===== config.mk =====
export PLATFORM = sky130hd
export DESIGN_NAME = inst_fetch
export DESIGN_NICKNAME = d
export VERILOG_FILES = /design/src/rtl/inst_fetch_pkg.sv /design/src/rtl/fetch_fifo.sv /design/src/rtl/inst_fetch.sv
export SDC_FILE = /design/constraint.sdc
export NUM_CORES = 1
export LEC_CHECK = 0
export CAP_MARGIN = 20
export CORE_UTILIZATION = 45
export DETAILED_ROUTE_END_ITERATION = 6
export DONT_BUFFER_PORTS = 1
export REMOVE_ABC_BUFFERS = 1
export SYNTH_ARGS = -nofsm -noshare
export SYNTH_HDL_FRONTEND = slang
export SYNTH_SLANG_ARGS = --single-unit
export TNS_END_PERCENT = 20

===== constraint.sdc =====
create_clock -name clk -period 5.3 [get_ports clk]
set_clock_uncertainty 0.2 [all_clocks]
set_input_delay 1.06 -clock clk [delete_from_list [all_inputs] [get_ports clk]]
set_output_delay 1.06 -clock clk [all_outputs]
set_load 0.03 [all_outputs]

===== src/rtl/inst_fetch_pkg.sv =====
// Shared constants and payload type for the instruction-fetch stage.
package inst_fetch_pkg;

    localparam int unsigned INST_BUS_W      = 32;
    localparam int unsigned INST_ADDR_BUS_W = 32;

    localparam logic [31:0] ZERO_WORD        = 32'h0000_0000;
    localparam logic        RST_ENABLE       = 1'b1;
    localparam logic        CHIP_ENABLE      = 1'b1;
    localparam logic        CHIP_DISABLE     = 1'b0;
    localparam logic [31:0] DEFAULT_RESET_PC = 32'h0000_0000;

    // One prefetched instruction with its address and misalignment tag
    typedef struct packed {
        logic [INST_ADDR_BUS_W-1:0] pc;
        logic [INST_BUS_W-1:0]      inst;
        logic                       misalign;
    } fetch_entry_t;

    localparam int unsigned FETCH_ENTRY_W = $bits(fetch_entry_t);

endpackage


===== src/rtl/fetch_fifo.sv =====
// Synchronous prefetch FIFO; clear wins over push/pop, head is zero when empty.
module fetch_fifo #(
    parameter int unsigned WIDTH = 65,
    parameter int unsigned DEPTH = 4
) (
    input  logic             clk,
    input  logic             rst,
    input  logic             push,
    input  logic             pop,
    input  logic             clear,
    input  logic [WIDTH-1:0] din,
    output logic             full,
    output logic             empty,
    output logic [WIDTH-1:0] head
);

    localparam int unsigned PTR_W = (DEPTH > 1) ? $clog2(DEPTH) : 1;
    localparam int unsigned CNT_W = PTR_W + 1;

    logic [WIDTH-1:0] r_mem [DEPTH];
    logic [PTR_W-1:0] r_wr_ptr;
    logic [PTR_W-1:0] r_rd_ptr;
    logic [CNT_W-1:0] r_count;

    logic w_push;
    logic w_pop;

    assign full   = (r_count == CNT_W'(DEPTH));
    assign empty  = (r_count == '0);
    assign w_pop  = pop & ~empty;
    // A full FIFO still accepts a push when the head leaves in the same cycle
    assign w_push = push & (~full | w_pop);
    assign head   = empty ? '0 : r_mem[r_rd_ptr];

    always_ff @(posedge clk) begin
        if (rst || clear) begin
            r_wr_ptr <= '0;
            r_rd_ptr <= '0;
            r_count  <= '0;
        end else begin
            if (w_push) r_wr_ptr <= r_wr_ptr + PTR_W'(1);
            if (w_pop)  r_rd_ptr <= r_rd_ptr + PTR_W'(1);
            r_count <= r_count + CNT_W'(w_push) - CNT_W'(w_pop);
        end
    end

    // Storage needs no reset: head is masked while empty
    always_ff @(posedge clk) begin
        if (w_push && !clear && !rst) r_mem[r_wr_ptr] <= din;
    end

endmodule


===== src/rtl/inst_fetch.sv =====
// Fetch stage: owns the PC, drives the instruction ROM and feeds decode from a prefetch FIFO.
module inst_fetch
    import inst_fetch_pkg::*;
#(
    parameter logic [31:0] RESET_PC   = DEFAULT_RESET_PC,
    parameter int unsigned FIFO_DEPTH = 4,
    parameter int unsigned ROM_AW     = 12
) (
    input  logic              clk,
    input  logic              rst,
    output logic              rom_ce,
    output logic [ROM_AW-1:0] rom_addr,
    input  logic [31:0]       rom_inst,
    input  logic              branch_flag_i,
    input  logic [31:0]       branch_target_i,
    input  logic              flush_i,
    input  logic [31:0]       new_pc_i,
    input  logic              id_ready_i,
    output logic              id_valid_o,
    output logic [31:0]       id_pc_o,
    output logic [31:0]       id_inst_o,
    output logic              id_misalign_o
);

    logic [31:0]  r_pc;
    logic         r_ce;
    logic         r_misalign_pend;

    logic         w_full;
    logic         w_empty;
    logic         w_pop;
    logic         w_slot;
    logic         w_fetch;
    logic         w_redirect;
    logic [31:0]  w_target;
    fetch_entry_t w_push_entry;
    fetch_entry_t w_head;

    // Flush outranks branch when both redirect in the same cycle
    assign w_redirect = flush_i | branch_flag_i;
    assign w_target   = flush_i ? new_pc_i : branch_target_i;

    assign w_pop   = id_valid_o & id_ready_i;
    assign w_slot  = r_ce & (~w_full | w_pop);
    assign w_fetch = w_slot & ~w_redirect;

    assign rom_ce   = w_slot;
    assign rom_addr = r_pc[ROM_AW-1:0];

    assign w_push_entry.pc       = r_pc;
    assign w_push_entry.inst     = rom_inst;
    assign w_push_entry.misalign = r_misalign_pend;

    always_ff @(posedge clk) begin
        if (rst == RST_ENABLE) begin
            r_pc            <= RESET_PC;
            r_ce            <= CHIP_DISABLE;
            r_misalign_pend <= 1'b0;
        end else begin
            r_ce <= CHIP_ENABLE;
            if (w_redirect) begin
                r_pc            <= {w_target[31:2], 2'b00};
                r_misalign_pend <= |w_target[1:0];
            end else if (w_fetch) begin
                r_pc            <= r_pc + 32'd4;
                r_misalign_pend <= 1'b0;
            end
        end
    end

    fetch_fifo #(
        .WIDTH (FETCH_ENTRY_W),
        .DEPTH (FIFO_DEPTH)
    ) u_fifo (
        .clk   (clk),
        .rst   (rst),
        .push  (w_fetch),
        .pop   (w_pop),
        .clear (w_redirect),
        .din   (w_push_entry),
        .full  (w_full),
        .empty (w_empty),
        .head  (w_head)
    );

    assign id_valid_o    = ~w_empty;
    assign id_pc_o       = w_head.pc;
    assign id_inst_o     = w_head.inst;
    assign id_misalign_o = w_head.misalign;

endmodule


; ---- Word level (Yosys, flattened, before mapping)
; Memory sizes are Yosys's and may differ from the RTL's. A register that Yosys moved wholly into a read port is not among the register bits.
; Index checks and enable logic that the tools add are counted.
[totals]
out_inout_bits = 79
in_bits = 101
word_cells = 45
memories = 1
regBits = 41
ram_bits = 260
[op_classes]
addsub = 5
n_bitwise = 11
n_eq_ne = 1
reduce_logical = 9
muxes = 11
[mem_list]
columns = memory, depth, width, rd, rd_clocked_by_memory_dff, wr, line_no
row1 = u_fifo.r_mem, 4, 65, 1, 1, 1, fetch_fifo.sv:20  ; logic [WIDTH-1:0] r_mem [DEPTH];
[op_table]
columns = op, n
row1 = 32-bit two-way mux, 3
row2 = 65-bit two-way mux, 1
row3 = 32-bit by 3-bit adder with 32-bit output (second input constant), 1
row4 = 1-bit bitwise AND, 5
row5 = 1-bit two-way mux, 5
row6 = 2-bit by 1-bit adder with 2-bit output (second input constant), 2
row7 = 2-bit two-way mux, 2
row8 = 2-bit OR reduction, 2
row9 = 3-bit by 1-bit adder with 3-bit output, 1
row10 = 3-bit equality test (second input constant), 1
row11 = 3-bit zero test, 1
row12 = 1-bit NOT, 3
row13 = 1-bit OR, 3
row14 = 3-bit by 1-bit subtractor with 3-bit output, 1
row15 = 1-bit logical AND, 2
row16 = 1-bit zero test, 2
row17 = 2-bit nonzero test, 1
row18 = 1-bit logical OR, 1

; ---- Depth between registers and ports, before layout
; Gate-level depths: netlist of the first run.
[logic_depth]
depth_word = 11
ltp_mapped = 8
mapped_depth_nobuf = 8

; ---- Cells and area by module
; From an unflattened synthesis of the first run, not the netlist that was laid out.
[unflattened]
hier_cells = 741
hier_area_um2 = 12553.3
[modules_own_cells]
columns = module, seq_area_each_um2, cells_each, instances, area_per_inst_um2
row1 = fetch_fifo, 7987.7, 458, 1, 10289.9
row2 = inst_fetch, 640.6, 283, 1, 2263.4

; ---- Worst setup path before layout of the first run
; No wires, ideal clock.
[synth_timing]
path_type = input -> register
start = input id_ready_i
end = memory u_fifo.r_mem[0][0] (enable)
required_time_ps = 4672
setup_ps = 428
slack_ps = 1257
arrival_time_ps = 3415
stages = 5
cell_sequence = or4b_4 nand2_4 inv_1 clkbuf_1 and3_1
[synth_between]
elab_chain_len = 9
word_cells_on_any_way = 11
cone_classes = 2 x mux / 7 x bitwise / 2 x reduce/logical
[synth_lines]
columns = item, line_no
row1 = start: declaration, inst_fetch.sv:18  ; input logic id_ready_i,
row2 = 1-bit bitwise AND, inst_fetch.sv:43  ; assign w_pop = id_valid_o & id_ready_i;
row3 = 1-bit OR, inst_fetch.sv:44  ; assign w_slot = r_ce & (~w_full | w_pop);
row4 = 1-bit bitwise AND, inst_fetch.sv:44
row5 = via rom_ce, inst_fetch.sv:11  ; output logic rom_ce,
row6 = 1-bit bitwise AND, inst_fetch.sv:45  ; assign w_fetch = w_slot & ~w_redirect;
row7 = 1-bit bitwise AND, fetch_fifo.sv:32  ; assign w_push = push & (~full | w_pop);
row8 = 1-bit logical AND (2 in series), fetch_fifo.sv:49  ; if (w_push && !clear && !rst) r_mem[r_wr_ptr] <= din;
row9 = 1-bit two-way mux, fetch_fifo.sv:49
row10 = 1-bit two-way mux (not written as such), fetch_fifo.sv:49
row11 = end: declaration, fetch_fifo.sv:20
; The timed path passes the listed nets, and every way through them passes these cells.

==> results.md, run 1 <==
* Sequential share of power at 54.3%
* Slew headroom at 31.9%
* Routed vias/inst at 5.97
* Kind of critical path: reg -> out
* # hold bufs at CTS at 0
* Max cap viols at 0
* Layout cells sized above 1 at 16.2%
* Vias at 6,480
* Max Slew Vio Count at 0
* Critical Path Start Type: flop
* Combinational power share at 2.7%
* Delay-heaviest family, CP: flip-flops
* Most frequent cells in the layout: 252 x edfxtp_1, 65 x and2_1, 63 x mux4_2, 39 x dfxtp_1, 31 x clkbuf_16
* Worst Path Required at 4.04 ns
* Initial antenna violation count at 1
* H-tree levels at 1
* Worst-Margin Slew at 1.02 ns
* Placed cell count at 1,027
* GP Congestion at 0.828
* Post-DRT Antenna Nets at 0
* First-pass GRT wire length at 39.9 mm
* Cell area after synthesis at 0.0122 sq mm
* Top-Level Pins at 180
* Final Setup Violations at 0
* WP depth at 3
* Clock root buffer: clkbuf_16
* Fin nets at 834
* Vias in the first global route at 6,600
* #FFs+latches synth at 293
* Total power draw at 4.78 mW
* DP HPWL at 16.3 mm
* Final TNS setup at 0 ns
* DRT Wirelength at 26.3 mm
* Design area at 0.0134 sq mm
* Clock Path Buffers at 3
* First-pass DRT Iterations at 6
* Critical path endpoint category: output port
* Number of synthesized flops with an enable pin at 252
* Clock Power Share at 43.0%
* Setup bufs post-CTS at 0
* Sequential share of the synthesized area at 68.8%
* Leading cell type in the layout, fill and taps excluded: edfxtp_1
* Buffers & Inverters on Critical Path at 1
* Launch point of the worst reg-to-reg path: u_fifo.r_count[2]
* Synth top area share at 62.0%
* # DRC at 0
* HP Class: reg -> reg
* Leakage power at 4.24 nW
* Clock latency at the later pin of the worst-skew pair at 0.54 ns
* CTS tree: built
* # rows at 59
* Starting Density at 46.3%
* Crit path DAT at 2.71 ns
* Syn. warnings at 0
* Fraction of registers with async set/reset at 0%
* Total GRT Usage at 19.0%
* Yosys cell types at 58
* Pwr Density at 357 mW/mm^2
* Final Core Density at 50.8%
* Core area at 0.0264 sq mm
* Worst path cell trace: buf_4, mux4_2, and2_1
* RSZ-0062 raised after global routing: no
* Worst r2r path cells at 4
* I/O Buffers at 0
* Final critical-path share of the clock period at 75.0%
* Int Power at 3.81 mW
* Min Tclk post-route at 3.97 ns
* Clock transition at path regs at 0.06 ns
* CP endpoint: id_pc_o[12]
* Syn-to-layout area delta at 9.65%
* Final-report hold violation count at 0
* Largest net degree at the start of global routing at 66
* Synth area leaders: edfxtp_1 62%, mux4_2 12%, dfxtp_1 6.7%, and2_1 3.3%, a21oi_1 0.98%
* DP Area at 0.0124 sq mm
* Routed wire length per instance at 24.3 um
* Sw Share at 20.3%
* Switching power at 970 uW
* Outcome: finished, final reports clean
* Syn_area_per_cell at 16.4 sq um
* Crit path max-delay cell type: dfxtp_4
* Primary FF master, synth: edfxtp_1
* Die ar. at 0.0278 sq mm
* Die height at 167 um
* Fmax at 0.252 GHz
* Post-synthesis cell count at 743
* Die W at 167 um
* Clock Sink Count at 293
* Final Non-Filler Cells at 1,085
* Yosys top cell by area: edfxtp_1
* Post_cts resized at 0
* CP max FO at 43
* GRT overflow at 0
* Peak VDD IR at 0.214 mV
* Initial DRC count at 507
* R2R setup slack at 2.19 ns
* CP peak stage delay at 0.93 ns
* Worst reg2reg path endpoint: u_fifo.r_mem[0][7]
* CTS Buf Count at 30
-- how the worst min path moves through the flow --
stage | end | cells after the start | slack [ns] | start
floorplan | u_fifo.r_mem[0][0] | 0 | 0.26 | r_misalign_pend
global placement | u_fifo.r_wr_ptr[1] | 2 | 0.28 | u_fifo.r_wr_ptr[1]
detailed placement | u_fifo.r_wr_ptr[1] | 2 | 0.31 | u_fifo.r_wr_ptr[1]
CTS | u_fifo.r_wr_ptr[1] | 2 | 0.32 | u_fifo.r_wr_ptr[1]
global route | u_fifo.r_wr_ptr[1] | 2 | 0.34 | u_fifo.r_wr_ptr[1]
finish | u_fifo.r_wr_ptr[1] | 2 | 0.31 | u_fifo.r_wr_ptr[1]
-- cell type report --
class	instances	area, sq um
flip-flops and latches	293	8400
clock inverters	18	155
diodes	1	2.50
repair buffers	5	50.0
multi-input cells	380	3480
inverters	15	56.3
fillers	2139	13000
well taps	335	419
clock buffers	38	812
-- flip-flops by register name (all words and copies together) (netlist names), named ones only --
name             flops
r_ce                 1
u_fifo.r_wr_ptr      2
r_pc                30
r_misalign_pend      1
u_fifo.r_rd_ptr      2
u_fifo.r_count       3
u_fifo.r_mem       252
-- synthesized netlist by cell type, types with 3 or more instances --
cell type / count
a211oi_1: 3
a21o_1: 3
a21oi_1: 24
a221oi_1: 8
a22oi_1: 10
a31oi_1: 4
and2_1: 65
and3_1: 13
and4_1: 6
buf_1: 7
buf_2: 13
buf_4: 15
clkbuf_1: 22
dfxtp_1: 41
edfxtp_1: 252
ha_1: 7
inv_1: 14
mux2i_1: 4
mux4_2: 63
nand2_1: 24
nand3_1: 9
nand4_1: 10
nor2_1: 21
nor2b_1: 6
nor3_1: 11
o21ai_0: 16
o21bai_1: 4
o22ai_1: 10
o32ai_1: 4
or3_1: 3
xnor2_1: 8
xor2_1: 9
-- metal layers --
metal,vias up,routed length [um],global-route usage [%]
li1,2880,-,-
met1,3285,10800,25.4
met2,275,12800,31.0
met3,40,2140,4.87
met4,0,632,4.87
met5,-,0,0
-- worst register-to-register path, cell delays in order (launching register included) --
cell and delay, ns:
dfxtp_1 0.33, or4b_4 0.23, nand2_4 0.17, inv_1 0.71
and3_4 1.03
-- cell families after synthesis --
kind of cell	share of synthesized area (%)
simple gates	8.59
other cells	0.0307
flops	68.8
fa+ha+maj	0.882
xor+xnor	1.22
compound gates	5.62
mux	12.0
buf+inv	2.93
-- power groups by stage --
stage / Combinational [mW] / Sequential, mW / Clock (mW)
final: 0.131 / 2.59 / 2.05
after global routing: 0.142 / 2.60 / 2.17
after CTS: 0.130 / 2.59 / 2.09
after detailed placement: 0.129 / 2.64 / 0
after global placement: 0.126 / 2.64 / 0
after floorplan: 0.0986 / 2.62 / 0
-- metrics by stage --
stage | hold slack [ns] | worst slack (ns)
6_report | 0.314 | 1.33
5_1_grt | 0.341 | 1.08
4_1_cts | 0.319 | 1.20
3_5_place_dp | 0.310 | 1.52
3_3_place_gp | 0.275 | 1.60
2_1_floorplan | 0.260 | 0.444
Power figures use the tool's default switching activity.
==> run 2: changes to the inputs <==
Clock period 5.3 ns to 3.5 ns, I/O delays scaled along.
==> results.md, run 2 (synthesis results as in run 1) <==
* Outcome: finished, final reports clean
* Leakage power at 4.31 nW (+1.7%)
* Worst reg2reg path endpoint: u_fifo.r_mem[0][18]
* Kind of critical path: reg -> out
* Most frequent cells in the layout: 252 x edfxtp_1, 65 x and2_1, 63 x mux4_2, 39 x dfxtp_1, 31 x clkbuf_16
* First-pass GRT wire length at 40.7 mm (+2.0%)
* Layout fillers at 2,115 (-1.1%)
* # hold bufs at CTS at 0 (unchanged)
* Max reg flops at 252 (unchanged)
* GRT overflow at 0 (unchanged)
* Hold Crit Endpoint: r_pc[14]
* CP peak stage delay at 0.64 ns (-0.29 ns)
* RSZ-0062 raised after global routing: no
* Critical path endpoint category: output port
* Worst hold path startpoint: rst
* Clock Sink Count at 293 (unchanged)
* Slew headroom at 30.9% (-1.0 points)
* Leading cell type in the layout, fill and taps excluded: edfxtp_1
* Largest net degree at the start of global routing at 65 (-1.5%)
* Largest Register: u_fifo.r_mem
* R2R setup slack at 0.82 ns (-1.37 ns)
* Die W at 167 um (unchanged)
* Total GRT Usage at 19.4% (+0.39 points)
* Worst r2r path cells at 4 (unchanged)
* Routed wire length per instance at 24.4 um (+0.71%)
* Final-report hold violation count at 0 (unchanged)
* Int Power at 5.82 mW (+53%)
* I/O Buffers at 0 (unchanged)
* DRT Wirelength at 26.8 mm (+1.8%)
* Fmax at 0.306 GHz
* Clock Power Share at 43.5% (+0.5 points)
* GP Congestion at 0.889 (+7.3%)
* Initial antenna violation count at 3 (+2)
* Final Non-Filler Cells at 1,097 (+1.1%)
* Placed cell count at 1,039 (+1.2%)
* Final Setup Violations at 0 (unchanged)
* Initial DRC count at 605 (+19%)
* Post_cts resized at 0 (unchanged)
* Clock latency at the later pin of the worst-skew pair at 0.54 ns (about the same)
* Critical Path Start Type: flop
* Crit path max-delay cell type: dfxtp_4
* Max cap viols at 0 (unchanged)
* Worst-Margin Slew at 1.04 ns (+0.0154 ns)
* CP max FO at 25 (-42%)
* CTS Buf Count at 30 (unchanged)
* CTS tree: built
* Top-Level Pins at 180 (unchanged)
* H-tree levels at 1 (unchanged)
* # DRC at 0 (unchanged)
* Clock transition at path regs at 0.06 ns (about the same)
* Vias in the first global route at 6,797 (+3.0%)
* Worst Path Required at 2.60 ns (-1.44 ns)
* Routed vias/inst at 5.99 (+0.31%)
* Die height at 167 um (unchanged)
* Switching power at 1.49 mW (+53%)
* Sw Share at 20.3% (+0.023 points)
* Total power draw at 7.31 mW (+53%)
* Max Slew Vio Count at 0 (unchanged)
* Post-DRT Antenna Nets at 0 (unchanged)
* First-pass DRT Iterations at 5 (-1)
* Buffers & Inverters on Critical Path at 1 (unchanged)
* Setup bufs post-CTS at 0 (unchanged)
* Post-route setup slack at 0.230 ns (-1.10 ns)
* Worst slack, placed at 0.511 ns (-1.01 ns)
* HP Class: in -> reg
* Core area at 0.0264 sq mm (unchanged)
* Combinational power share at 3.2% (+0.5 points)
* Crit path DAT at 2.37 ns (-0.34 ns)
* Fin nets at 845 (+1.3%)
* Peak VDD IR at 0.275 mV (+28%)
* Sequential share of power at 53.3% (-1.0 points)
* Delay-heaviest family, CP: flip-flops
* Final Core Density at 51.3% (+0.52 points)
* Clock Path Buffers at 3 (unchanged)
* Die ar. at 0.0278 sq mm (unchanged)
* Vias at 6,572 (+1.4%)
* Min Tclk post-route at 3.27 ns
* Pwr Density at 541 mW/mm^2 (+51%)
* Clock root buffer: clkbuf_16
* DP HPWL at 16.8 mm (+2.8%)
* Hold path depth at 1 (-1)
* Syn-to-layout area delta at 10.8%
* Final critical-path share of the clock period at 93.4%
* Worst path cell trace: buf_12, mux4_2, and2_1
* # rows at 59 (unchanged)
* Starting Density at 46.3% (unchanged)
* Layout cells sized above 1 at 18.2% (+2.0 points)
* Launch point of the worst reg-to-reg path: u_fifo.r_count[1]
* Registers with the most flip-flops: u_fifo.r_mem (252), r_pc (30), u_fifo.r_count (3)
[run 2: changes by cell type in the layout (fill, tap and decap cells not counted), moves of 2 or more]
cell,change
buf_4,+9
clkinv_2,+4
clkbuf_1,-3
clkinv_1,-3
clkinvlp_4,+3
buf_12,+2
[run 2: worst max-delay path by stage]
stage / endpoint / startpoint / slack, ns / depth (start not counted)
floorplan: id_inst_o[0] / flop / -1.0 / 2
global placement: u_fifo.r_mem[3][3] / branch_flag_i / 0.59 / 3
detailed placement: u_fifo.r_mem[0][14] / branch_flag_i / 0.51 / 3
CTS: id_misalign_o / flop / 0.15 / 3
global route: id_pc_o[29] / flop / 0.09 / 3
finish: id_pc_o[29] / flop / 0.23 / 3
[run 2: cell type report]
cell class | instances | area (sq um) | area share, %
Tap cell | 335 | 419 | 3.10
Sequential cell | 293 | 8400 | 62.1
Clock inverter | 22 | 208 | 1.54
Clock buffer | 34 | 787 | 5.82
Multi-Input combinational cell | 380 | 3480 | 25.8
Timing Repair Buffer | 16 | 158 | 1.17
Antenna cell | 2 | 5.00 | 0.0370
Inverter | 15 | 56.3 | 0.417
[run 2: power groups by stage]
stage	clock network, mW	logic, mW	registers (mW)
after floorplan	0	0.149	3.97
after global placement	0	0.228	3.96
after detailed placement	0	0.234	3.97
after CTS	3.23	0.235	3.89
after global routing	3.37	0.255	3.90
final	3.18	0.235	3.89
[run 2: per-stage QoR]
stage | hold WS [ns] | cell area (sq um) | TNS, ns
2_1_floorplan | 0.260 | 11900 | -115.41
3_3_place_gp | 0.281 | 12500 | 0
3_5_place_dp | 0.304 | 12500 | 0
4_1_cts | 0.0114 | 13500 | 0
5_1_grt | 0.00807 | 13500 | 0
6_report | 0.0377 | 13500 | 0
[run 2: metal layers]
metal	global-route usage, %	share of wire [%]	vias up
met2	32.6	50	276
met4	4.75	1.9	2
met5	0	0.063	-
met1	25.1	41	3366
li1	-	-	2893
met3	5.18	7.6	35
